File: src/rtl/mem_seq_control.sv
// Memory-stage sequencer for multi-beat stack operations: interrupt context
// push, call return-address push, return pop and RTI pop. It stalls the
// pipeline with extend_o and presents the word offset on beat_o. When an
// operation finishes, it pulses the matching jump output for one cycle.
// Beat 0 of every operation is the IDLE cycle in which the request is
// selected, so the outputs are a Mealy function of the inputs in IDLE.
module mem_seq_control #(
  parameter int INT_BEATS  = 2,
  parameter int CALL_BEATS = 2,
  parameter int RET_BEATS  = 2,
  parameter int RTI_BEATS  = 3,
  parameter int CNT_W      = 2
) (
  input  logic             clk_i,
  input  logic             rst_i,          // asynchronous, active low
  input  logic             int_i,
  input  logic             rti_i,
  input  logic             ret_i,
  input  logic             call_i,
  output logic             extend_o,
  output logic [CNT_W-1:0] beat_o,
  output logic             busy_o,
  output logic             jump_int_o,
  output logic             jump_call_o,
  output logic             jump_ret_o,
  output logic             jump_rti_o,
  output logic             flag_restore_o
);

  localparam int MAX_BEATS = 2 ** CNT_W;

  // Reject beat counts that the counter cannot index.
  if (INT_BEATS  < 1 || INT_BEATS  > MAX_BEATS ||
      CALL_BEATS < 1 || CALL_BEATS > MAX_BEATS ||
      RET_BEATS  < 1 || RET_BEATS  > MAX_BEATS ||
      RTI_BEATS  < 1 || RTI_BEATS  > MAX_BEATS) begin : g_bad_beats
    $error("mem_seq_control: every *_BEATS must lie in 1..2**CNT_W");
  end

  typedef enum logic [2:0] {
    S_IDLE,
    S_INT,
    S_CALL,
    S_RET,
    S_RTI
  } state_e;

  state_e           state_q, state_d;
  logic [CNT_W-1:0] cnt_q, cnt_d;
  logic             int_pend_q, int_pend_d;
  logic             busy_q;

  state_e           op;        // operation owning the current beat
  logic [CNT_W-1:0] cur_beat;
  logic             extend;
  logic             done;      // current beat is the last of op

  // Index of the final beat for each operation.
  function automatic logic [CNT_W-1:0] last_beat(input state_e s);
    case (s)
      S_INT:   return CNT_W'(INT_BEATS - 1);
      S_CALL:  return CNT_W'(CALL_BEATS - 1);
      S_RET:   return CNT_W'(RET_BEATS - 1);
      S_RTI:   return CNT_W'(RTI_BEATS - 1);
      default: return '0;
    endcase
  endfunction

  // Arbitration in IDLE, beat sequencing in the operation states.
  always_comb begin
    // NOTE: every signal gets a default first so no path leaves one unassigned, which would infer a latch.
    state_d    = state_q;
    cnt_d      = cnt_q;
    int_pend_d = int_pend_q;
    op         = S_IDLE;
    cur_beat   = '0;
    extend     = 1'b0;
    done       = 1'b0;

    if (state_q == S_IDLE) begin
      // Losing requests are not remembered; requesters hold them.
      if (int_i || int_pend_q) op = S_INT;
      else if (rti_i)          op = S_RTI;
      else if (ret_i)          op = S_RET;
      else if (call_i)         op = S_CALL;

      if (op != S_IDLE) begin
        // A pending interrupt is consumed once its INT has begun.
        if (op == S_INT) int_pend_d = 1'b0;
        if (last_beat(op) == '0) begin
          done = 1'b1;
        end else begin
          extend  = 1'b1;
          state_d = op;
          cnt_d   = CNT_W'(1);
        end
      end
    end else begin
      op       = state_q;
      cur_beat = cnt_q;
      // An interrupt arriving during INT itself is not remembered.
      if (int_i && state_q != S_INT) int_pend_d = 1'b1;
      if (cnt_q == last_beat(state_q)) begin
        done    = 1'b1;
        state_d = S_IDLE;
        cnt_d   = '0;
      end else begin
        extend = 1'b1;
        cnt_d  = cnt_q + CNT_W'(1);
      end
    end
  end

  // State, beat counter, pending interrupt and busy flag registers.
  always_ff @(posedge clk_i or negedge rst_i) begin
    if (!rst_i) begin
      state_q    <= S_IDLE;
      cnt_q      <= '0;
      int_pend_q <= 1'b0;
      busy_q     <= 1'b0;
    end else begin
      // NOTE: sequential state uses non-blocking assignments so every register samples pre-edge values.
      state_q    <= state_d;
      cnt_q      <= cnt_d;
      int_pend_q <= int_pend_d;
      busy_q     <= (state_d != S_IDLE);
    end
  end

  // NOTE: the IDLE-cycle outputs follow the request inputs directly, so reset must also gate them to hold them low.
  assign extend_o       = rst_i & extend;
  assign beat_o         = rst_i ? cur_beat : '0;
  assign busy_o         = busy_q;
  assign jump_int_o     = rst_i & done & (op == S_INT);
  assign jump_call_o    = rst_i & done & (op == S_CALL);
  assign jump_ret_o     = rst_i & done & (op == S_RET);
  assign jump_rti_o     = rst_i & done & (op == S_RTI);
  assign flag_restore_o = jump_rti_o;

endmodule
File: config.mk
export PLATFORM = sky130hd
export DESIGN_NAME = mem_seq_control
export DESIGN_NICKNAME = d
export VERILOG_FILES = /design/src/rtl/mem_seq_control.sv
export SDC_FILE = /design/constraint.sdc
export NUM_CORES = 1
export LEC_CHECK = 0
export BUFFER_PORTS_ARGS = -buffer_cell sky130_fd_sc_hd__buf_4
export CAP_MARGIN = 20
export CORE_MARGIN = 10
export CORE_UTILIZATION = 35
export DETAILED_ROUTE_END_ITERATION = 10
export SLEW_MARGIN = 0
export SYNTH_ARGS = -nofsm -noshare
export SYNTH_HDL_FRONTEND = slang
export SYNTH_SLANG_ARGS = --single-unit
export TNS_END_PERCENT = 100
File: constraint.sdc
create_clock -name clk_i -period 1.9 [get_ports clk_i]
set_clock_uncertainty 0.1 [all_clocks]
set_input_delay 0.38 -clock clk_i [delete_from_list [all_inputs] [get_ports clk_i]]
set_output_delay 0.38 -clock clk_i [all_outputs]
set_load 0.03 [all_outputs]
Word level (Yosys, flattened, before mapping)

Cells that the tools add are included.

Multiplexer cells: 33
Equality and inequality tests: 17
Add/sub/neg operators: 1
Reductions and logical operators: 11
Bitwise gates (word level): 6

Operator list:

| kind                                                             | count |
|---|---|
| 3-bit 2-to-1 mux                                                 | 8 |
| 2-bit 2-to-1 mux                                                 | 11 |
| 3-bit by 2-bit == test with 1-bit output (second input constant) | 6 |
| 1-bit 2-to-1 mux                                                 | 12 |
| 3-bit by 1-bit == test with 1-bit output (second input constant) | 3 |
| 3-bit == test (second input constant)                            | 3 |
| 2-bit one-hot mux with 2 select lines                            | 2 |
| 1-bit AND                                                        | 6 |
| 3-bit nonzero test                                               | 2 |
| 3-bit OR reduction                                               | 2 |
| 2-bit by 1-bit != test with 1-bit output (second input constant) | 2 |
| 3-bit zero test                                                  | 1 |
| 3-bit by 1-bit != test with 1-bit output (second input constant) | 1 |
| 3-bit AND reduction                                              | 1 |
| 2-bit by 1-bit adder with 2-bit output (second input constant)   | 1 |
| 2-bit == test                                                    | 1 |
| 2-bit zero test                                                  | 1 |
| 2-bit != test (second input constant)                            | 1 |
| 2-bit AND reduction                                              | 1 |
| 2-bit nonzero test                                               | 1 |
| 1-bit logical AND                                                | 1 |
| 1-bit logical OR                                                 | 1 |

Flip-flop bits (word level): 7
Logic and storage cells: 72
Bits of input ports: 6
Output and inout bits: 9

Logic depth before layout (Yosys ltp)

Gate-level depths: netlist of run 1.

Depth after elaboration: 16
Mapped depth: 6
Depth with buffers taken out: 4

Worst setup path after synthesis of run 1

OpenSTA, ideal clock, no wires.

Path kind: reg2out
From: register state_q[2]
To: output jump_rti_o
Setup slack: -0.862 ns
Arrival: 2.282 ns
Cell stages (with the launch flop): 7
Data required time: 1.420 ns
Path buffers: 2
Cell sequence: dfrtp_1 buf_2 nor3b_2 a32o_1 nand2_1 nor4_1 buf_4

Cells in the longest elaborated chain, start to end: 9
Elaborated cells on any way between the ends: 15
Classes of those cells: eq/ne (6); mux (5); bitwise (2); reduce/logical (2)

Ends and longest elaborated chain:

| item                                                                                                        | RTL line | text |
|---|---|---|
| from (decl)                                                                                                 | 48       | `state_e state_q, state_d;` |
| from (signal assigned)                                                                                      | 123      | `state_q <= state_d;` |
| 3-bit by 2-bit == test with 1-bit output / 3-bit by 1-bit == test with 1-bit output (equally long branches) | 60       | `case (s)` |
| 3-bit OR reduction (no source line)                                                                         | n/a      |  |
| 2-bit one-hot mux with 2 select lines                                                                       | 60       |  |
| 2-bit 2-to-1 mux                                                                                            | 80       | `if (state_q == S_IDLE) begin` |
| 2-bit == test                                                                                               | 103      | `if (cnt_q == last_beat(state_q)) begin` |
| 1-bit 2-to-1 mux                                                                                            | 103      |  |
| 1-bit 2-to-1 mux                                                                                            | 80       |  |
| 1-bit AND                                                                                                   | 137      | `assign jump_rti_o = rst_i & done & (op == S_RTI);` |
| 1-bit AND *                                                                                                 | 137      |  |
| to (decl)                                                                                                   | 26       | `output logic jump_rti_o,` |

Mark *: on every way between the ends. The rest lies on a longest branch, timed or not. The select of a mux whose other input is x is not followed.

Worst setup path in the final report of run 1

From: register cnt_q[0]
To: output extend_o

Cells in the longest elaborated chain, start to end: 4

Ends and longest elaborated chain:

| item                   | RTL line | text |
|---|---|---|
| from (decl)            | 49       | `logic [CNT_W-1:0] cnt_q, cnt_d;` |
| from (signal assigned) | 124      | `cnt_q <= cnt_d;` |
| 2-bit == test          | 103      |  |
| 1-bit 2-to-1 mux       | 103      |  |
| 1-bit 2-to-1 mux       | 80       |  |
| 1-bit AND              | 131      | `assign extend_o = rst_i & extend;` |
| to (decl)              | 20       | `output logic extend_o,` |

No other way between the ends.

==> results of run 1 <==
metrics by stage:
| step | power (mW) | util, % |
|---|---|---|
| global route | 1.67 | 66.7 |
| finish | 1.54 | 66.7 |
| detailed placement | 1.11 | 52.9 |
| floorplan | 0.836 | - |
| CTS | 1.46 | 63.3 |
| global placement | 1.10 | 52.9 |
power breakdown:
| group | total (mW) | switching, mW | internal, mW |
|---|---|---|---|
| clock network | 0.126 | 0.0468 | 0.0796 |
| logic | 1.08 | 0.515 | 0.567 |
| registers | 0.329 | 0.104 | 0.225 |
area by class of cell:
class	count	area [µm²]
inverter	4	15.0
sequential	7	179
multi-input combinational	42	338
tap	15	18.8
timing repair buffer	33	280
fill	106	428
clock buffer	4	26.3
layout by cell type (no fill, tap or decap):
cell type | Yosys | routed
a31oi_1 | 1 | 1
nor2_2 | 0 | 1
o21ai_0 | 3 | 2
clkbuf_1 | 0 | 1
xnor2_1 | 1 | 1
buf_6 | 0 | 8
dfrtp_2 | 0 | 3
a21oi_1 | 3 | 3
or3_1 | 1 | 1
nand2_4 | 0 | 2
a22o_1 | 1 | 1
o21ai_1 | 0 | 1
a32o_2 | 1 | 2
nor2_4 | 1 | 1
nor4_4 | 0 | 3
o2bb2ai_2 | 0 | 1
buf_4 | 1 | 24
inv_1 | 4 | 4
nor2_1 | 8 | 7
o31a_1 | 1 | 1
nand3_1 | 2 | 2
a211oi_1 | 1 | 1
nand2_1 | 6 | 4
clkbuf_4 | 0 | 3
xor2_1 | 2 | 2
mux2i_1 | 1 | 1
and3_4 | 0 | 2
nand2b_1 | 1 | 1
dfrtp_1 | 7 | 4
dlygate4sd3_1 | 0 | 1
nor3b_2 | 1 | 1
repair_timing:
action | CTS | global route
endpoints found under the hold margin | 7 | 0
buffers inserted | 6 | 1
pin swaps | 7 | 3
resized for setup | 16 | 7
hold buffers | 1 | 0
endpoints found under the setup margin | 6 | 6
flip-flops by register name, summed over array words and instances, names as in the netlist:
register,flops
int_pend_q,1
cnt_q,2
state_q,3
busy_o,1
path summary, 6_finish.rpt:
path | start | endpoint | slack [ns] | depth (start not counted)
worst max register to register | cnt_q[0] | busy_o | 0.26 | 5
worst max-delay path | cnt_q[0] | extend_o | -0.19 | 5
max in group asynchronous | rst_i | state_q[0] | 0.93 | 2
worst min-delay path | int_i | int_pend_q | 0.33 | 3
min in group asynchronous | rst_i | cnt_q[0] | 0.52 | 2
worst min register to register | int_pend_q | int_pend_q | 0.50 | 2
critical path, cell delays in order, from the launching register on:
cell and delay [ns]:
dfrtp_1 0.43, xor2_1 0.17, nand2b_1 0.11, a32o_2 0.24
o31a_1 0.28, buf_6 0.14
cell families after synthesis:
| kind of cell | count (synthesis) | synth area share [%] |
|---|---|---|
| DFF | 7 | 36.7 |
| and+or+nand+nor | 25 | 27.6 |
| buffers and inverters | 9 | 8.92 |
| xor gates and xnor gates | 3 | 5.51 |
| AOI/OAI and AO/OA | 13 | 19.2 |
| muxes | 1 | 2.10 |
routing by layer:
layer / vias to the layer above / global-route usage (%)
met5: - / 0
met4: 0 / 5.03
met3: 2 / 3.37
met2: 8 / 16.1
met1: 248 / 10.1
li1: 269 / -
==> impl_metrics.tcl, run 1 <==
set metrics [dict create \
    crit_type "flop to output pin" \
    synth_area_leaders "dfrtp_1 (37%), nor2_1 (6.3%), nand2_1 (4.7%)" \
    drv_slew 0 \
    synth.distinct_cells 27 \
    grt_pass1_vias 568 \
    cts.sinks 7 \
    setup_viol 6 \
    worst_slew_pin_slew_ns 0.301 \
    violations "negative setup slack" \
    drive_gt1_share_pct 56.7 \
    cts_tree "done" \
    drc 0 \
    synth_ff_type "dfrtp_1" \
    worst_slack_ns -0.194 \
    hold_viol_final 0 \
    yosysWarningCount 0 \
    synth_area_leader_cell "dfrtp_1" \
    p_leak_nw 0.407 \
    crit_fanout 6 \
    die_h_um 56.9 \
    end_kind "output pin" \
    start_kind "flop" \
    min-delay-path-class "input pin to flop" \
    tns_ns -0.689 \
    min_period_ns 2.09 \
    cts_buffers 3 \
    synth_fp_nets 64 \
    ios 15 \
    dr_wl_met3_um 73 \
    track_usage_pct 9.54 \
    power_density_nw_per_um2 1790 \
    synth_top_area_share_pct 36.7 \
    clkTransAtPathRegs_ns 0.05 \
    insertion_delay_ns 0.24 \
    async_flop_share_pct 100 \
    fmax_mhz 478 \
    cts_htree_levels 1 \
    hold_ws_ns 0.334 \
    drt-initial-drc-count 8 \
    placed_area_um2 679 \
    drtAntennaViolNets 0 \
    ys_ff_latch 7 \
    avgViaCountPerCell 5.02 \
    place_congestion 0.750 \
    critPathArrivalTime_ns 1.61 \
    dr.pass1.iters 4 \
    topRoutingLayerUsed "met4" \
    peakVddDrop_mv 1.13 \
    yosys-top-cells-count "nor2_1 (8), dfrtp_1 (7), nand2_1 (6)" \
    syn_inst 58 \
    nNetsFinal 97 \
    antenna_found_initial 0 \
    drt-total-wl_mm 1.44 \
    relSlewSlack_pct 79.9 \
    syn2layout_area_growth_pct 79.8 \
    dp_slack_ns -0.0758 \
    status "finished, violations left" \
    synthesis.area_um2 477 \
    initial_core_util_pct 37.1 \
    clockBufferDepth 2 \
    synth_enable_flop_cells 0 \
    grt_pass1_wl_mm 2.53 \
    yosysMostFrequentCell "nor2_1" \
    fin_cells 105 \
    drv_cap 0 \
    rows 13 \
    die_width_um 56.9 \
    grt_max_degree 8 \
    via_count 527 \
    dp.cells 93 \
    finalInstanceArea_um2 857 \
    rsz0062_at_grt "yes" \
    antenna-diode-count 0 \
    period_share_pct 110 \
    avgSynthCellArea_um2 8.22 \
    grt-ovfl-total 0 \
    io_buffers 14 \
    cp.required_ns 1.42 \
    coreArea_um2 1280 \
    synth_seq_area_share_pct 36.7 \
    wl_met2_um 771 \
    wl_met1_um 586 \
    wl_per_cell_um 13.7 \
    dp_hpwl_mm 1.02 \
    cts_root_buf "clkbuf_4" \
    dieArea_um2 3240 \
]
Power figures use the tool's default switching activity.
==> run 2: changes to the inputs <==
--- a/config.mk
+++ b/config.mk
@@ -10,6 +10,7 @@
 export CORE_MARGIN = 10
 export CORE_UTILIZATION = 35
 export DETAILED_ROUTE_END_ITERATION = 10
+export SETUP_SLACK_MARGIN = 0.02
 export SLEW_MARGIN = 0
 export SYNTH_ARGS = -nofsm -noshare
 export SYNTH_HDL_FRONTEND = slang
==> run 2 against run 1 <==
The run still ends with negative setup slack left. Flip-flop and latch count is the same. Hold slack barely moved. Global-route usage unchanged. Critical endpoint unchanged. Largest cell class unchanged. Highest routed layer unchanged.
==> impl_metrics.tcl, run 2 (synthesized netlist as in run 1, its figures left out) <==
set metrics [dict create \
    status "finished, violations left" \
    violations "negative setup slack" \
    placed_area_um2 679 \
    min_period_ns 2.09 \
    cts_tree "done" \
    die_width_um 56.9 \
    drive_gt1_share_pct 56.7 \
    fin_util_pct 66.7 \
    wl_per_cell_um 13.7 \
    drc 0 \
    critPathMaxStageDelay_ns 0.43 \
    worst_slack_ns -0.195 \
    p_total_mw 1.54 \
    clkTransAtPathRegs_ns 0.05 \
    crit_fanout 6 \
    grt_pass1_wl_mm 2.53 \
    place_congestion 0.750 \
    top_register "state_q" \
    drtAntennaViolNets 0 \
    insertion_delay_ns 0.24 \
    min-delay-path-class "input pin to flop" \
    grt_max_degree 8 \
    mostFrequentLayoutCell "buf_4" \
    critPathArrivalTime_ns 1.61 \
    start_kind "flop" \
    crit_type "flop to output pin" \
    drv_cap 0 \
    relSlewSlack_pct 79.9 \
    dp_hpwl_mm 1.02 \
    clockBufferDepth 2 \
    final_cell_mix "buf_4 (24), buf_6 (8), nor2_1 (7)" \
    rsz0062_at_grt "yes" \
    rows 13 \
    drv_slew 0 \
    track_usage_pct 9.54 \
    crit_slowest_cell "dfrtp_1" \
    dieArea_um2 3240 \
    nNetsFinal 97 \
    min_from "int_i" \
    tns_ns -0.671 \
    die_h_um 56.9 \
    num-fill-cells 106 \
    antenna-diode-count 0 \
    via_count 527 \
    path_cells "xor2_1, nand2b_1, a32o_2, o31a_1, buf_6" \
    worst_slew_pin_slew_ns 0.301 \
    cts_htree_levels 1 \
    drt-initial-drc-count 9 \
    ff_latch_area_um2 179 \
    multi_input_area_um2 338 \
    cts_root_buf "clkbuf_4" \
    p_leak_nw 0.407 \
    antenna_found_initial 0 \
    syn2layout_area_growth_pct 79.8 \
    cts.sinks 7 \
    avgViaCountPerCell 5.02 \
    largest_register_ffs 3 \
    cp.required_ns 1.42 \
    hold_viol_final 0 \
    dr.pass1.iters 4 \
    grt_pass1_vias 566 \
    ios 15 \
    fmax_mhz 477 \
    r2r_start "cnt_q[0]" \
    end_kind "output pin" \
    setup_viol 6 \
    finalInstanceArea_um2 857 \
    period_share_pct 110 \
    setup.worst_path.start "cnt_q[0]" \
    coreArea_um2 1280 \
    peakVddDrop_mv 1.13 \
    grt-ovfl-total 0 \
    initial_core_util_pct 37.1 \
    io_buffers 14 \
    power_density_nw_per_um2 1790 \
    cts_buffers 3 \
    drt-total-wl_mm 1.44 \
    top_regs "state_q (3), cnt_q (2)" \
]
==> run 2: cell counts in the layout (fill, tap and decap cells not counted) <==
No cell type changed its count.
==> run 2: final timing paths <==
check	cells after the start	to	slack, ns
min	3	int_pend_q	0.33
min reg2reg	2	int_pend_q	0.50
max reg2reg	5	busy_o	0.25
max	5	extend_o	-0.19
max in group asynchronous	2	state_q[0]	0.93
min in group asynchronous	2	cnt_q[0]	0.52
==> run 2: what timing repair did <==
item / 4_1_cts / 5_1_grt
pin swaps: 8 / 3
endpoints found under the setup margin: 6 / 6
hold buffers: 1 / 0
resized for setup: 16 / 7
hold endpoints to repair: 7 / 0
setup buffers: 6 / 1
==> run 2: cell type report <==
class	instances	share of cell area (%)
repair buffers	33	32.7
well taps	15	2.19
clock buffers	4	3.07
inverters	4	1.75
flip-flops and latches	7	20.9
multi-input cells	42	39.4
==> run 2: critical path: cells and delay by family, from the launching register on <==
family | cells | cell delay (ns)
AO/OA/AOI/OAI | 2 | 0.52
flip-flops | 1 | 0.43
XOR/XNOR | 1 | 0.17
buffers and inverters | 1 | 0.14
AND/OR/NAND/NOR | 1 | 0.11
==> run 2: power breakdown <==
| group | switching (mW) | internal [mW] |
|---|---|---|
| Clock | 0.0468 | 0.0796 |
| Sequential | 0.104 | 0.225 |
| Combinational | 0.515 | 0.568 |
| Total | 0.665 | 0.872 |
==> run 2: routing by layer <==
layer	up-vias	global-route usage, %	routed length (µm)	share of wire, %
li1	269	-	-	-
met1	248	10.1	590	41
met2	8	16.1	770	53
met3	2	3.37	73	5.1
met4	0	5.03	6	0.42
met5	-	0	0	0
==> run 2: per-stage QoR <==
stage	worst slack, ns	std cells	hold slack, ns
final	-0.195	105	0.334
after global routing	-0.270	105	0.353
after CTS	-0.188	104	0.294
after detailed placement	-0.0758	93	0.117
after global placement	-0.0312	93	0.118
after floorplan	-0.136	58	-0.0156
